### src/rtl/fetch_unit.sv
// Instruction fetch stage for the 6502 softcore: fetches opcode plus 0-2 operand bytes
// (size from the downstream decoder) and hands the assembled instruction to execute.
module fetch_unit #(
    parameter logic [15:0] RESET_PC = 16'h0200
) (
    input  logic        clk,
    input  logic        rst_n,
    output logic [15:0] mem_addr,
    output logic        mem_rd,
    input  logic        mem_gnt,
    input  logic [7:0]  mem_rdata,
    output logic [7:0]  dec_opcode,
    input  logic [1:0]  dec_size,
    output logic        instr_valid,
    input  logic        instr_ready,
    output logic [7:0]  instr_opcode,
    output logic [7:0]  instr_op1,
    output logic [7:0]  instr_op2,
    output logic [15:0] instr_pc,
    output logic [15:0] instr_next_pc,
    input  logic        redirect,
    input  logic [15:0] redirect_pc
);

    localparam int unsigned AW = 16;
    localparam int unsigned DW = 8;

    typedef enum logic [2:0] {
        RST, REQ_OP, WAIT_OP, REQ_B1, WAIT_B1, REQ_B2, WAIT_B2, VALID
    } state_e;

    state_e          state_q, state_d;
    logic [AW-1:0]   pc_q, pc_d;
    logic [AW-1:0]   ipc_q, ipc_d;
    logic [AW-1:0]   npc_q, npc_d;
    logic [DW-1:0]   opc_q, opc_d;
    logic [DW-1:0]   op1_q, op1_d;
    logic [DW-1:0]   op2_q, op2_d;
    logic            sz3_q, sz3_d;

    // State and datapath registers
    always_ff @(posedge clk or negedge rst_n) begin
        if (!rst_n) begin
            state_q <= RST;
            pc_q    <= RESET_PC;
            ipc_q   <= '0;
            npc_q   <= '0;
            opc_q   <= '0;
            op1_q   <= '0;
            op2_q   <= '0;
            sz3_q   <= 1'b0;
        end else begin
            state_q <= state_d;
            pc_q    <= pc_d;
            ipc_q   <= ipc_d;
            npc_q   <= npc_d;
            opc_q   <= opc_d;
            op1_q   <= op1_d;
            op2_q   <= op2_d;
            sz3_q   <= sz3_d;
        end
    end

    // Next-state and request generation
    always_comb begin
        state_d = state_q;
        pc_d    = pc_q;
        ipc_d   = ipc_q;
        npc_d   = npc_q;
        opc_d   = opc_q;
        op1_d   = op1_q;
        op2_d   = op2_q;
        sz3_d   = sz3_q;
        mem_rd  = 1'b0;

        case (state_q)
            RST: state_d = REQ_OP;
            REQ_OP: begin
                mem_rd = 1'b1;
                if (mem_gnt) begin
                    ipc_d   = pc_q;
                    pc_d    = AW'(pc_q + 16'd1);
                    op1_d   = '0;
                    op2_d   = '0;
                    state_d = WAIT_OP;
                end
            end
            WAIT_OP: begin
                opc_d = mem_rdata;
                sz3_d = (dec_size == 2'd3);
                // Size 0 from the decoder is treated as a single-byte instruction
                if (dec_size[1]) begin
                    state_d = REQ_B1;
                end else begin
                    npc_d   = pc_q;
                    state_d = VALID;
                end
            end
            REQ_B1: begin
                mem_rd = 1'b1;
                if (mem_gnt) begin
                    pc_d    = AW'(pc_q + 16'd1);
                    state_d = WAIT_B1;
                end
            end
            WAIT_B1: begin
                op1_d = mem_rdata;
                if (sz3_q) begin
                    state_d = REQ_B2;
                end else begin
                    npc_d   = pc_q;
                    state_d = VALID;
                end
            end
            REQ_B2: begin
                mem_rd = 1'b1;
                if (mem_gnt) begin
                    pc_d    = AW'(pc_q + 16'd1);
                    state_d = WAIT_B2;
                end
            end
            WAIT_B2: begin
                op2_d   = mem_rdata;
                npc_d   = pc_q;
                state_d = VALID;
            end
            VALID: begin
                if (instr_ready) state_d = REQ_OP;
            end
        endcase

        // Redirect abandons whatever is in flight, including a same-cycle grant
        if (redirect && (state_q != RST)) begin
            state_d = REQ_OP;
            pc_d    = redirect_pc;
        end
    end

    assign mem_addr      = pc_q;
    assign dec_opcode    = (state_q == WAIT_OP) ? mem_rdata : opc_q;
    assign instr_valid   = (state_q == VALID);
    assign instr_opcode  = opc_q;
    assign instr_op1     = op1_q;
    assign instr_op2     = op2_q;
    assign instr_pc      = ipc_q;
    assign instr_next_pc = npc_q;

endmodule

### config.mk
export PLATFORM = sky130hd
export DESIGN_NAME = fetch_unit
export DESIGN_NICKNAME = d
export VERILOG_FILES = /design/src/rtl/fetch_unit.sv
export SDC_FILE = /design/constraint.sdc
export NUM_CORES = 1
export LEC_CHECK = 0
export BUFFER_PORTS_ARGS = -buffer_cell sky130_fd_sc_hd__buf_2
export CAP_MARGIN = 20
export CORE_MARGIN = 10
export CORE_UTILIZATION = 45
export DETAILED_ROUTE_END_ITERATION = 7
export PLACE_DENSITY = 0.73
export SLEW_MARGIN = 0
export SYNTH_ARGS = -nofsm -noshare
export SYNTH_HDL_FRONTEND = slang
export SYNTH_SLANG_ARGS = --single-unit
### constraint.sdc
create_clock -name clk -period 2.38 [get_ports clk]
set_clock_uncertainty 0.05 [all_clocks]
set_input_delay 0.119 -clock clk [delete_from_list [all_inputs] [get_ports clk]]
set_output_delay 0.119 -clock clk [all_outputs]
set_load 0.05 [all_outputs]
==> impl_metrics.tcl <==
set metrics [dict create \
    synth_edf_count 0 \
    overflow 0 \
    area_growth_pct 33.30 \
    dieArea_um2 11270 \
    numCtsBuffers 9 \
    crit_fanout 13 \
    drt.antenna.violating_nets 0 \
    setup-tns-final_ps 0 \
    synth_area_leaders "dfrtp_1, mux2_2, a22o_1, nand3_1, o21ai_0" \
    clock.fmax_mhz 458.9 \
    setup-violations-final 0 \
    crit_path_end_kind "output pin" \
    rsz0062_at_grt "no" \
    ys_types 50 \
    status "finished clean" \
    crit_type "reg -> out" \
    yosys.area.top_type "dfrtp_1" \
    synthArstFlopShare_pct 100.0 \
    ff2ff_setup_slack_ps 350 \
    dieWidth_um 106.2 \
    htreeDepth 3 \
    hold-path-endpoint "mem_addr[1]$_DFFE_PN0P_" \
    ys_seq_area_share_pct 56.97 \
    tightestPinTransition_ps 948.8 \
    r2r_cells 5 \
    grt_pass1_wl_mm 15.61 \
    drc 0 \
    avgSynthCellArea_um2 12.33 \
    cts.sinks 76 \
    grt_max_degree 77 \
    wl_mm 9.601 \
    finalCritPeriodShare_pct 91.55 \
    cts_root_buf "clkbuf_8" \
    port_buffers 112 \
    slew_headroom_pct 36.74 \
    ios 113 \
    vdd_drop_max_uv 755.1 \
    final.setup.worst_slack_ps 201.0 \
    ys_warn_count 0 \
    fin_nets 446 \
    placementRows 31 \
    antenna_found_initial 1 \
    worstPathArrival_ps 2010 \
    yosys_most_used_dff "dfrtp_1" \
    reg2reg_to "mem_addr[10]$_DFFE_PN0P_" \
    core_area_um2 7253 \
    synth_nets 303 \
    worstPathRequired_ps 2210 \
    p_per_area_nw_per_um2 1154 \
    place_ws_ps 387.0 \
    min_from "redirect_pc[1]" \
    synthesis.area_um2 3341 \
    hpwlAfterDp_mm 6.780 \
    place.gp.congestion 0.8008 \
    grt_pass1_vias 2917 \
    drive_gt1_share_pct 44.12 \
    synth_cells 271 \
    first_pass_iters 4 \
    path_clk_slew_ps 80 \
    synth_common_cells "dfrtp_1, mux2_2, a22o_1, nand2_1, nand3_1" \
    cts_resized 0 \
    hold_depth 3 \
    drtIter0Drc 138 \
    grt_usage_pct 17.18 \
    power_leakage_nw 2.115 \
    cts_max_path_buffers 2 \
    via_count 2754 \
    wire_per_inst_um 18.57 \
    yosysMostFrequentCell "dfrtp_1" \
    hold_viol_final 0 \
    die_y_um 106.2 \
    min_period_ps 2179 \
    r2r_start "mem_addr[0]$_DFFE_PN0P_" \
    cts_tree "done" \
    synth_top_area_share_pct 56.18 \
    via_per_inst 5.327 \
    synth-seq-cells 76 \
    hold_path.class "in -> reg" \
    final_max_slew_viol_count 0 \
    start_kind "register" \
    start_util_pct 46.06 \
    clkLatencyLatePin_ps 340 \
    maxCapViolations 0 \
]
-- worst max-delay path, stage by stage (launching register included) --
cell     delay, ps
dfrtp_1        590
inv_1          130
nor3_2         160
buf_4          210
mux2_2         370
buf_2          210
-- metal layers --
layer | global-route usage (%) | routed length [um] | vias to the layer above
li1 | - | - | 1293
met1 | 20.77 | 4079 | 1363
met4 | 6.286 | 158 | 0
met3 | 6.099 | 636 | 12
met2 | 27.69 | 4727 | 86
met5 | 0 | 0 | -
-- worst max path at each step --
| stage | to | cells past startpoint | from | slack, ps |
|---|---|---|---|---|
| 3_3_place_gp | mem_addr[10]$_DFFE_PN0P_ | 5 | mem_addr[0]$_DFFE_PN0P_ | 380 |
| 5_1_grt | dec_opcode[7] | 5 | state_q[1]$_DFFE_PN0P_ | 90 |
| 4_1_cts | dec_opcode[7] | 5 | state_q[1]$_DFFE_PN0P_ | 180 |
| 3_5_place_dp | mem_addr[10]$_DFFE_PN0P_ | 5 | mem_addr[0]$_DFFE_PN0P_ | 390 |
| 2_1_floorplan | mem_addr[10]$_DFFE_PN0P_ | 5 | mem_addr[0]$_DFFE_PN0P_ | 270 |
| 6_report | dec_opcode[7] | 5 | state_q[1]$_DFFE_PN0P_ | 200 |
-- sequential cells by signal, summed over array words and instances, names as in the netlist --
register       count
mem_addr          16
instr_next_pc     16
instr_op1          8
sz3_q              1
instr_pc          16
instr_opcode       8
state_q            3
instr_op2          8
-- final cells by class --
| class | instances | area, um2 |
|---|---|---|
| Multi-Input combinational cell | 178 | 1364 |
| Tap cell | 99 | 123.9 |
| Fill cell | 623 | 2800 |
| Clock inverter | 2 | 35.03 |
| Clock buffer | 12 | 155.1 |
| Inverter | 7 | 26.28 |
| Timing Repair Buffer | 142 | 843.3 |
| Sequential cell | 76 | 1903 |
| Antenna cell | 1 | 2.502 |
-- cells in the final DEF, fill, tap and decap left out, drive strengths merged, types with 3 or more instances in the layout --
cell type / instances
o21ai: 12
and4: 3
nor3: 8
mux2: 40
inv: 7
nand3: 13
and2: 3
nand2: 17
xnor2: 3
a21oi: 4
dfrtp: 75
or4: 4
nor4: 3
clkbuf: 12
buf: 120
or4b: 3
o22ai: 3
nor2: 10
a22o: 16
dlygate4sd3: 22
-- through the flow --
step | hold WS (ps) | std cells | power (mW) | utilization, % | area [um2]
final | 22.13 | 517 | 5.139 | 61.39 | 4453
after global routing | 28.35 | 517 | 5.396 | 61.39 | 4453
after CTS | 9.215 | 516 | 5.193 | 61.36 | 4451
after detailed placement | 282.2 | 480 | 4.183 | 55.70 | 4040
after global placement | 275.1 | 480 | 4.141 | 55.70 | 4040
after floorplan | -226.6 | 271 | 3.573 | - | 3341
-- power by group --
group          internal, mW  switching [mW]  total (mW)
clock network         0.529           0.444       0.973
registers              1.62           0.233        1.85
logic                 0.578            1.74        2.32
-- cells by family after synthesis --
family,count (synthesis),share of synthesized area [%]
flops,76,56.97
simple gates,75,13.07
compound gates,55,11.87
mux,42,14.08
buf+inv,17,2.322
xor+xnor,5,1.311
fa+ha+maj,1,0.3745
-- repair_timing --
action	4_1_cts	5_1_grt
hold buffers	22	0
setup buffers	0	0
endpoints found under the hold margin	104	0
No activity file was read; power rests on OpenSTA's default activity.
